==> src/rtl/fifo_stream_drain.sv <==
// Drains a FIFO through a 2-entry skid buffer onto a valid/ready stream, with a beat counter.
// Optional packet last-flag generator: define FIFO_STREAM_DRAIN_LAST_GEN_EN.
module fifo_stream_drain #(
   parameter int SIZE       = 16,
   parameter int CNT_WIDTH  = 16,
   parameter int PACKET_LEN = 8
) (
   input  logic                 clk,
   input  logic                 reset,
   input  logic                 enable,
   input  logic                 fifo_empty,
   input  logic [SIZE-1:0]      fifo_data,
   output logic                 fifo_read_update,
   output logic                 out_valid,
   input  logic                 out_ready,
   output logic [SIZE-1:0]      out_data,
   output logic                 out_last,
   output logic [CNT_WIDTH-1:0] beat_count,
   output logic                 idle
);

   // Stream handshake: a word transfers on every rising edge where out_valid and out_ready
   // are both 1; out_data is held stable while out_valid=1 and out_ready=0.
   logic [1:0]      occupancy, occupancy_next;
   logic [SIZE-1:0] head, tail, head_next, tail_next;
   logic            fire;

   // The pop decision uses registered occupancy only, so out_ready never reaches the FIFO.
   assign fifo_read_update = enable & ~fifo_empty & (occupancy != 2'd2) & ~reset;
   assign out_valid        = (occupancy != 2'd0);
   assign out_data         = head;
   assign fire             = out_valid & out_ready;
   assign idle             = (occupancy == 2'd0) & fifo_empty;

   always_comb begin
      occupancy_next = occupancy;
      head_next      = head;
      tail_next      = tail;
      if (fire) begin
         head_next      = tail;
         tail_next      = '0;
         occupancy_next = occupancy - 2'd1;
      end
      // A popped word lands in the first free slot after any departure this cycle.
      if (fifo_read_update) begin
         if (occupancy_next == 2'd0) head_next = fifo_data;
         else                        tail_next = fifo_data;
         occupancy_next = occupancy_next + 2'd1;
      end
   end

   always_ff @(posedge clk or posedge reset) begin
      if (reset) begin
         occupancy  <= 2'd0;
         head       <= '0;
         tail       <= '0;
         beat_count <= '0;
      end else begin
         occupancy <= occupancy_next;
         head      <= head_next;
         tail      <= tail_next;
         if (fire) beat_count <= beat_count + CNT_WIDTH'(1);
      end
   end

`ifdef FIFO_STREAM_DRAIN_LAST_GEN_EN
   logic [CNT_WIDTH-1:0] beat_index;
   logic                 at_last;

   assign at_last  = (beat_index == CNT_WIDTH'(PACKET_LEN - 1));
   assign out_last = out_valid & at_last;

   always_ff @(posedge clk or posedge reset) begin
      if (reset)      beat_index <= '0;
      else if (fire)  beat_index <= at_last ? '0 : beat_index + CNT_WIDTH'(1);
   end
`else
   assign out_last = 1'b0;
`endif

   occupancy_in_range: assert property (@(posedge clk) disable iff (reset) occupancy != 2'd3);

endmodule

==> config.mk <==
export PLATFORM = sky130hd
export DESIGN_NAME = fifo_stream_drain
export DESIGN_NICKNAME = d
export VERILOG_FILES = /design/src/rtl/fifo_stream_drain.sv
export SDC_FILE = /design/constraint.sdc
export NUM_CORES = 1
export LEC_CHECK = 0
export BUFFER_PORTS_ARGS = -buffer_cell sky130_fd_sc_hd__buf_2
export CAP_MARGIN = 15
export CORE_MARGIN = 2
export CORE_UTILIZATION = 32
export DETAILED_ROUTE_END_ITERATION = 10
export HOLD_SLACK_MARGIN = 0.02
export PLACE_DENSITY = 0.58
export SYNTH_ARGS = -nofsm -noshare
export SYNTH_HDL_FRONTEND = slang
export SYNTH_SLANG_ARGS = --single-unit
==> constraint.sdc <==
create_clock -name clk -period 2.1 [get_ports clk]
set_input_delay 0.105 -clock clk [delete_from_list [all_inputs] [get_ports clk]]
set_output_delay 0.105 -clock clk [all_outputs]
set_load 0.05 [all_outputs]
* Word-level counts from Yosys, hierarchy flattened
Cells that the tools add are included.
Word-level totals: register bits 50, output and inout port bits 36
Operators by class: add/sub/neg operators 3, equal/unequal tests 1, multiplexer cells 8, bitwise operators 7, reductions and logical operators 3
Operators by type and width (count):
- $mux 16 | 6
- $add 16x1->16 const B | 1
- $and 1x1->1 | 5
- $logic_not 2->1 | 2
- $mux 2 | 2
- $add 2x1->2 const B | 1
- $ne 2x2->1 const B | 1
- $not 1->1 | 2
- $reduce_bool 2->1 | 1
- $sub 2x1->2 const B | 1

* Longest topological paths before layout
Gate-level depths: netlist of the first run.
depth in word-level cells 6, depth in mapped cells 12

* Worst setup path after synthesis of the first run
No wires, ideal clock.
path type register to register, start point register occupancy[0], end point register tail[11], library setup time 0.128 ns, data arrival time 2.020 ns, data required time 1.972 ns, path slack -0.047 ns, stages on the path, launching flop included 11, cell sequence dfrtp_1 -> inv_1 -> ha_1 -> nand2b_1 -> clkbuf_1 -> buf_2 -> a21oi_1 -> ha_1 -> nor2_1 -> buf_2 -> o21ai_0
Between the ends: word-level cells in the longest chain between the ends 6, elaborated cells between the ends (all ways) 11, classes of those cells add/sub: 1; eq/ne: 1; mux: 4; bitwise: 3; reduce/logical: 2
Ends and longest elaborated chain:
- from (decl) | line 24 | logic [1:0] occupancy, occupancy_next;
- from (signal assigned) | line 59 | occupancy <= occupancy_next;
- parallel branches: the longest is 5 deep, another holds $sub 2x1->2
- $mux 16 * | line 45 | if (fifo_read_update) begin
- named net tail_next[11] | line 25 | logic [SIZE-1:0] head, tail, head_next, tail_next;
- to (signal assigned) | line 61 | tail <= tail_next;
- to (decl) | line 25
Mark *: on every way through the listed nets, which the timed path passes. A chain may end at the register's enable or synchronous reset.

* Worst setup path in the final report of the first run
start point register occupancy[1], end point register tail[14]
Same word-level chain as after synthesis.

==> reports/qor.txt, run 1 <==
Status - finished, final reports clean
Critical-path cell list - inv_1 > ha_1 > buf_4 > nand2b_2 > nor2_2 > a21oi_2 > ha_2 > nor2_4 > clkbuf_16 > nand2_1 > o21ai_0
Async SR Flop Fraction - 100%
Initial antenna violation count - 0
Vias per Instance - 4.49
H-tree depth - 2
Maximum clock rate - 498 MHz
Worst Setup SP - occupancy[1]$_DFF_PP0_
Clk slew on worst S/H paths - 0.09 ns
Internal - 2.30 mW
First-pass GRT wire length - 8340 um
Yosys cell types - 31
Pleak - 1.57 nW
EDFF count, synth - 0
Core region area - 7180 um2
Clock share of power - 16.5%
Worst slew margin relative to its limit - 64.2%
Worst clock skew - 0.00281 ns
Logic pwr share - 48.6%
Clock sink count - 50
Synth-to-Final Area Change - 28.9%
Final Hold Fails - 0
Max stage delay on crit path - 0.41 ns
Critical path capture point type - register
Syn nets - 261
Initial Utilization - 32.8%
Routability cong. - 0.713
Synth top area share - 53.1%
Nets - 331
WL per Instance - 12.7 um
Die Y - 89.8 um
Synth area leader - dfrtp_1
Synth Area per Inst - 9.98 um2
Most common cell after layout, fill and taps aside - nand2_1
Fin. max-slew vios - 0
Total CTS buffers - 5
Via count - 1,819
Clock latency on the worst-skew pair - 0.30 ns
Rows - 31
TritonCTS clock tree - yes
Worst hold-check path type - input pin to register
Die width - 89.8 um
CP max FO - 16
Setup WS post-layout - 0.0925 ns
Crit path to - tail[14]$_DFF_PP0_
Ranking of synthesized cells by area - dfrtp_1, nand2_1, mux2_4
Switching power - 1.86 mW
Antenna viol nets, final - 0
Dpl hpwl - 3540 um
Antenna Cells - 0
# Max-Cap Violations - 0
CP startpoint kind - register
Vias in the first global route - 1,770
Flop2flop setup slack - 0.09 ns
Cells on worst reg2reg path - 11
Dpl ws - 0.0348 ns
R2r startpoint - occupancy[1]$_DFF_PP0_
Overall die area - 8060 um2
IO buf count - 55
Critical Path Slowest Stage Cell - dfrtp_1
Sw Share - 44.8%
Ports - 57
DRC - 0
Synth Register Bits - 50
GRT Total Usage - 12.7%
CTS root buf - clkbuf_8
Final period util - 95.6%
Most frequent cells in the layout - nand2_1, buf_2, dfrtp_1
Hold Path Stages - 3
First drt pass iteration count - 4
Fin crit period - 2.01 ns
Required @ worst endpoint - 2.31 ns
Power Density - 1370 nW/um2
Ys flop type - dfrtp_1
Hold slack - 0.0209 ns
Final setup violation count - 0
Post-synthesis sequential area ratio - 53.1%
Warnings from Yosys - 0
Worst-margin pin slew - 0.537 ns
Gate count of the mapped netlist - 236
IR drop worst, VDD - 0.526 mV
Reg2reg end - tail[14]$_DFF_PP0_
Final TNS setup - 0 ns
Post-Syn Area - 2360 um2
Share of layout cells above drive strength 1 - 35.3%
Critical Path AT - 2.22 ns
Seq pwr share - 34.9%
Worst Setup Path Type - register to register
GR Overflow Total - 0
CTS Buffer Depth - 2
First DRT Iteration DRCs - 60
Total Wirelength - 5160 um
Largest net degree at the start of global routing - 33
==> synthesized netlist by cell type, types with 2 or more instances <==
master,number
o21ai_0,16
mux2_4,10
and4_1,2
nor3_1,2
nand2_1,88
xnor2_1,16
a21oi_1,2
nor2_1,5
ha_1,4
inv_1,5
mux2_2,6
nand4_1,5
dfrtp_1,50
nand3_1,3
clkbuf_1,3
buf_2,4
==> registers in the layout (all words and copies together), names as in the netlist <==
| name | flops |
|---|---|
| out_data | 16 |
| beat_count | 16 |
| occupancy | 2 |
| tail | 16 |
==> logic make-up (layout without fill, tap and decap cells) <==
family	Yosys count	count (layout)	share of synthesized area [%]
AO/OA/AOI/OAI	19	19	4.51
multiplexers	16	16	9.24
adder cells (fa/ha/maj)	4	4	2.12
buffers and inverters	17	87	4.04
AND/OR/NAND/NOR	112	112	20.5
flip-flops	50	50	53.1
other	1	1	0.159
XOR/XNOR	17	17	6.32
==> worst min-delay path by stage <==
stage | endpoint | start | slack (ns)
finish | tail[7]$_DFF_PP0_ | fifo_data[7] | 0.02
global placement | occupancy[0]$_DFF_PP0_ | reset | 0.19
detailed placement | occupancy[0]$_DFF_PP0_ | reset | 0.20
global route | tail[11]$_DFF_PP0_ | fifo_data[11] | 0.03
CTS | tail[7]$_DFF_PP0_ | fifo_data[7] | 0.02
floorplan | tail[0]$_DFF_PP0_ | fifo_data[0] | 0.22
==> power by group through the flow <==
stage / combinational (mW) / clock (mW) / sequential [mW]
2_1_floorplan: 0.775 / 0 / 2.12
3_5_place_dp: 1.92 / 0 / 1.47
4_1_cts: 1.93 / 0.711 / 1.45
3_3_place_gp: 1.90 / 0 / 1.46
6_report: 2.02 / 0.686 / 1.45
5_1_grt: 2.16 / 0.754 / 1.49
==> per-stage QoR <==
| step | cell area [um2] | util (%) | cells | total power [mW] |
|---|---|---|---|---|
| finish | 3040 | 42.3 | 405 | 4.16 |
| global route | 3040 | 42.3 | 405 | 4.40 |
| CTS | 2930 | 40.9 | 399 | 4.10 |
| detailed placement | 2800 | 39.0 | 390 | 3.40 |
| global placement | 2800 | 39.0 | 390 | 3.36 |
| floorplan | 2360 | - | 236 | 2.90 |
==> metal layers <==
| layer | part of all wire, % | vias to the layer above | GRT usage [%] |
|---|---|---|---|
| met4 | 1.0 | 0 | 3.59 |
| met2 | 49 | 41 | 21.0 |
| met5 | 0 | - | 0 |
| met1 | 46 | 871 | 16.5 |
| met3 | 3.9 | 6 | 3.35 |
| li1 | - | 901 | - |
==> worst max-delay path: cells and delay by family, from the launching register on <==
| kind | cells | cell delay [ns] |
|---|---|---|
| fa+ha+maj | 2 | 0.41 |
| buf+inv | 3 | 0.40 |
| simple gates | 4 | 0.56 |
| compound gates | 2 | 0.13 |
| flops | 1 | 0.41 |
==> cell type report <==
type,instances,area (um2)
Clock buffer,6,82.6
Clock inverter,1,30.0
Sequential cell,50,1250
Multi-Input combinational cell,169,1040
Fill cell,710,4140
Inverter,6,27.5
Timing Repair Buffer,74,478
Tap cell,99,124
==> repair_timing <==
| action | CTS | global route |
|---|---|---|
| resized for setup | 0 | 7 |
| endpoints found under the hold margin | 23 | 0 |
| setup endpoints to repair | 0 | 32 |
| hold buffers | 2 | 0 |
| buffers inserted | 0 | 5 |
No activity file was read; power rests on OpenSTA's default activity.
==> inputs of run 2 (changes only) <==
--- a/config.mk
+++ b/config.mk
@@ -7,6 +7,7 @@
 export LEC_CHECK = 0
 export BUFFER_PORTS_ARGS = -buffer_cell sky130_fd_sc_hd__buf_2
 export CAP_MARGIN = 15
+export CORE_ASPECT_RATIO = 2
 export CORE_MARGIN = 2
 export CORE_UTILIZATION = 32
 export DETAILED_ROUTE_END_ITERATION = 10
==> run 2 against run 1 <==
  * Final cell count down 2.0%
  * Critical path type unchanged
  * Register-to-register slack better by 0.03 ns
  * Largest cell class unchanged
  * Critical endpoint is now tail[7]$_DFF_PP0_
  * Hold slack better by 0.012 ns
  * First-iteration DRC count down 12%
==> reports/qor.txt, run 2 (same netlist as run 1, synthesis figures left out) <==
Dpl hpwl - 3670 um
Final Hold Fails - 0
Hold slack - 0.0327 ns
H-tree depth - 2
Crit path to - tail[7]$_DFF_PP0_
Synth-to-Final Area Change - 28.2%
GRT Total Usage - 13.6%
Layout Cells excl Fill - 397
Setup WS post-layout - 0.121 ns
Reg2reg end - tail[7]$_DFF_PP0_
Post-route design area - 3020 um2
Pwr Total - 4.32 mW
Ports - 57
Die width - 64.7 um
Most frequent cells in the layout - nand2_1, buf_2, dfrtp_1
Overall die area - 8110 um2
First-pass GRT wire length - 8420 um
First drt pass iteration count - 4
Fin. max-slew vios - 0
Power Density - 1430 nW/um2
Critical path capture point type - register
Worst-margin pin slew - 0.537 ns
IO buf count - 55
Placed cells - 384
Final TNS setup - 0 ns
Most common cell after layout, fill and taps aside - nand2_1
Vias in the first global route - 1,795
Required @ worst endpoint - 2.27 ns
Final core utilization - 41.9%
Largest net degree at the start of global routing - 28
Pleak - 1.57 nW
Maximum clock rate - 505 MHz
Worst clock skew - 0.00337 ns
DRC - 0
Dpl ws - -0.00361 ns
Clock sink count - 50
Initial Utilization - 32.7%
Routability cong. - 0.723
IR drop worst, VDD - 0.630 mV
Final setup violation count - 0
Worst Setup SP - occupancy[1]$_DFF_PP0_
Total CTS buffers - 5
Clock latency on the worst-skew pair - 0.29 ns
Core region area - 7210 um2
CP max FO - 9
Initial antenna violation count - 0
Status - finished, final reports clean
R2r startpoint - occupancy[1]$_DFF_PP0_
CTS Buffer Depth - 2
Worst slew margin relative to its limit - 64.1%
WL per Instance - 13.0 um
Area of the multi-input gates - 1030 um2
GR Overflow Total - 0
Worst hold-check path type - input pin to register
TritonCTS clock tree - yes
Fillers - 720
Sequential Area - 1250 um2
Worst Setup Path Type - register to register
Total Wirelength - 5150 um
Antenna Cells - 0
Vias per Instance - 4.55
Placed Area - 2790 um2
# Max-Cap Violations - 0
First DRT Iteration DRCs - 53
Final period util - 94.2%
Rows - 44
Flop2flop setup slack - 0.12 ns
CTS root buf - clkbuf_16
Share of layout cells above drive strength 1 - 33.8%
Nets - 329
Fin crit period - 1.98 ns
Cells on worst reg2reg path - 10
CP startpoint kind - register
Clk slew on worst S/H paths - 0.07 ns
Critical Path AT - 2.15 ns
Via count - 1,808
Die Y - 125 um
Antenna viol nets, final - 0
-- run 2: per-layer routing --
| layer | track usage [%] | routed length [um] | up-vias | share of wire, % |
|---|---|---|---|---|
| met5 | 0 | 0 | - | 0 |
| met4 | 7.13 | 131 | 0 | 2.5 |
| met3 | 2.52 | 175 | 7 | 3.4 |
| met2 | 25.2 | 2950 | 35 | 57 |
| met1 | 13.9 | 1890 | 872 | 37 |
| li1 | - | - | 894 | - |
-- run 2: final cells by class --
class,count,area share [%]
flip-flops and latches,50,41.4
multi-input cells,169,34.0
repair buffers,72,14.5
clock buffers,7,4.39
well taps,92,3.81
clock inverters,1,0.994
inverters,6,0.911
-- run 2: timing repair --
action,4_1_cts,5_1_grt
pin swaps,1,0
gates cloned,0,1
setup endpoints to repair,6,15
hold buffers,1,0
endpoints found under the hold margin,23,0
gates resized for setup,0,7
buffers inserted,2,1
-- run 2: worst max-delay path, cell delays in order, from the launching register on --
cell and delay, ns:
dfrtp_1 0.39, inv_1 0.06, ha_1 0.20, buf_4 0.15, nand2b_2 0.22, nor2_1 0.14
a21oi_2 0.06, ha_1 0.21, nor2_4 0.16, buf_4 0.18, o21ai_0 0.10
-- run 2: worst min-delay path by stage --
stage | depth (start not counted) | startpoint | endpoint | slack [ns]
floorplan | 2 | fifo_data[0] | tail[0]$_DFF_PP0_ | 0.22
global placement | 2 | reset | beat_count[3]$_DFFE_PP0P_ | 0.20
detailed placement | 2 | reset | beat_count[8]$_DFFE_PP0P_ | 0.20
CTS | 3 | fifo_data[4] | tail[4]$_DFF_PP0_ | 0.03
global route | 3 | fifo_data[5] | tail[5]$_DFF_PP0_ | 0.05
finish | 3 | fifo_data[4] | tail[4]$_DFF_PP0_ | 0.03
-- run 2: where the power goes --
part	leakage, nW	switching, mW	internal (mW)
Sequential	0.665	0.193	1.25
Combinational	0.829	1.33	0.640
Clock	0.0781	0.347	0.564
Total	1.57	1.87	2.45
==> inputs of run 3 (changes only) <==
--- a/config.mk
+++ b/config.mk
@@ -5,12 +5,13 @@
 export SDC_FILE = /design/constraint.sdc
 export NUM_CORES = 1
 export LEC_CHECK = 0
-export BUFFER_PORTS_ARGS = -buffer_cell sky130_fd_sc_hd__buf_2
+export BUFFER_PORTS_ARGS = -buffer_cell sky130_fd_sc_hd__buf_4
 export CAP_MARGIN = 15
 export CORE_ASPECT_RATIO = 2
 export CORE_MARGIN = 2
 export CORE_UTILIZATION = 32
 export DETAILED_ROUTE_END_ITERATION = 10
+export GPL_TIMING_DRIVEN = 0
 export HOLD_SLACK_MARGIN = 0.02
 export PLACE_DENSITY = 0.58
 export SYNTH_ARGS = -nofsm -noshare
==> run 3 against run 2 <==
  * Combinational power rose by 9%
  * Register-to-register slack got worse by 0.04 ns
  * Via count increased by 1.7%
  * Clock power grew 0.5%
  * Core utilization increased by 3.2 points
  * Sequential power hardly changed
  * Final cell count up 1.5%
  * Design area rose by 7.7%
  * Flip-flop and latch count unchanged
  * First-iteration DRC count grew 26%
  * Non-clock buffer count increased by 6
  * Clock-buffer cell count fell by 1
==> reports/qor.txt, run 3 (same netlist as run 1, synthesis figures left out) <==
Status - finished, final reports clean
RSZ-0062 raised after global routing - false
Worst hold-check path type - input pin to register
Most frequent cells in the layout - nand2_1, buf_4, dfrtp_1
Critical path capture point type - register
Layout Cells excl Fill - 403
Nets - 335
WL per Instance - 13.3 um
Via count - 1,838
Total CTS buffers - 5
DRC - 0
Vias in the first global route - 1,757
CP max FO - 8
GRT Total Usage - 13.8%
Die width - 64.7 um
Critical Path AT - 2.19 ns
Initial Utilization - 32.7%
Post-route design area - 3250 um2
GR Overflow Total - 0
Fillers - 698
TritonCTS clock tree - yes
Final core utilization - 45.1%
First drt pass iteration count - 4
CTS root buf - clkbuf_16
Routability cong. - 0.745
Share of layout cells above drive strength 1 - 35.4%
Clock sink count - 50
CTS Buffer Depth - 2
Final period util - 96.2%
Total Wirelength - 5350 um
First-pass GRT wire length - 8460 um
First DRT Iteration DRCs - 67
Max stage delay on crit path - 0.53 ns
Required @ worst endpoint - 2.28 ns
Antenna viol nets, final - 0
Final Hold Fails - 0
Synth-to-Final Area Change - 38.0%
Vias per Instance - 4.56
# Max-Cap Violations - 0
Largest net degree at the start of global routing - 30
H-tree depth - 2
Rows - 44
Antenna Cells - 0
Worst-margin pin slew - 0.536 ns
Placed cells - 384
Core region area - 7210 um2
Critical Path Slowest Stage Cell - or4b_4
IO buf count - 55
Worst slew margin relative to its limit - 64.0%
Ports - 57
CP startpoint kind - register
Initial antenna violation count - 0
Critical-path cell list - buf_4 > ha_2 > or4b_4 > clkinv_4 > o21ai_4 > clkbuf_16 > mux2_4
Power Density - 1390 nW/um2
Fin. max-slew vios - 0
Sequential Area - 1250 um2
Fin crit period - 2.02 ns
Worst Setup Path Type - register to register
Die Y - 125 um
Dpl hpwl - 3810 um
Area of the multi-input gates - 1040 um2
IR drop worst, VDD - 0.777 mV
Maximum clock rate - 495 MHz
Pwr Total - 4.52 mW
Clock latency on the worst-skew pair - 0.29 ns
Final setup violation count - 0
Overall die area - 8110 um2
Clk slew on worst S/H paths - 0.07 ns
Pleak - 1.63 nW
Worst clock skew - 0.00771 ns
Placed Area - 2910 um2
Most common cell after layout, fill and taps aside - nand2_1
run 3: layout make-up:
type	instances	share of cell area, %
buffer	10	3.00
clock buffer	6	3.96
clock inverter	2	1.15
inverter	6	0.846
multi-input combinational	169	31.9
sequential	50	38.5
tap	92	3.54
timing repair buffer	68	17.1
run 3: critical path: cells and delay by family, from the launching register on:
family / cells / cell delay [ns]
and+or+nand+nor: 1 / 0.53
DFF: 1 / 0.38
buffers and inverters: 3 / 0.44
adders and majority gates: 1 / 0.16
AOI/OAI and AO/OA: 1 / 0.11
muxes: 1 / 0.29
run 3: where the power goes:
group	leakage, nW	switching, mW	internal [mW]
combinational	0.887	1.35	0.799
sequential	0.665	0.204	1.25
clock	0.0771	0.353	0.563
total	1.63	1.91	2.61
run 3: path summary, 6_finish.rpt:
kind	from	to	slack [ns]	cells past startpoint
worst max-delay path	occupancy[1]$_DFF_PP0_	out_data[13]$_DFF_PP0_	0.08	7
worst min-delay path	fifo_data[5]	tail[5]$_DFF_PP0_	0.03	3
worst max register to register	occupancy[1]$_DFF_PP0_	out_data[13]$_DFF_PP0_	0.08	7
worst min register to register	beat_count[15]$_DFFE_PP0P_	beat_count[15]$_DFFE_PP0P_	0.47	1
max in group asynchronous	reset	tail[14]$_DFF_PP0_	1.16	4
min in group asynchronous	reset	occupancy[1]$_DFF_PP0_	0.41	3
run 3: metal layers:
| layer | track usage (%) | vias up | share of wire, % |
|---|---|---|---|
| met3 | 2.43 | 10 | 3.3 |
| met2 | 24.3 | 39 | 54 |
| met5 | 0 | - | 0 |
| met4 | 7.13 | 0 | 2.9 |
| met1 | 15.5 | 879 | 40 |
| li1 | - | 910 | - |
run 3: metrics by stage:
stage	setup WS [ns]	hold WS [ns]	setup TNS, ns
final	0.0803	0.0306	0
after global routing	0.00622	0.0324	0
after CTS	0.0000728	0.0231	0
after detailed placement	-0.512	0.181	-8.09
after global placement	-0.481	0.321	-7.65
after floorplan	0.0384	0.222	0
run 3: repair_timing:
item	CTS	global route
resized for setup	15	7
hold endpoints to repair	21	0
gates cloned	0	1
hold buffers	1	0
endpoints found under the setup margin	17	28
pin swaps	1	1
setup buffers	2	8
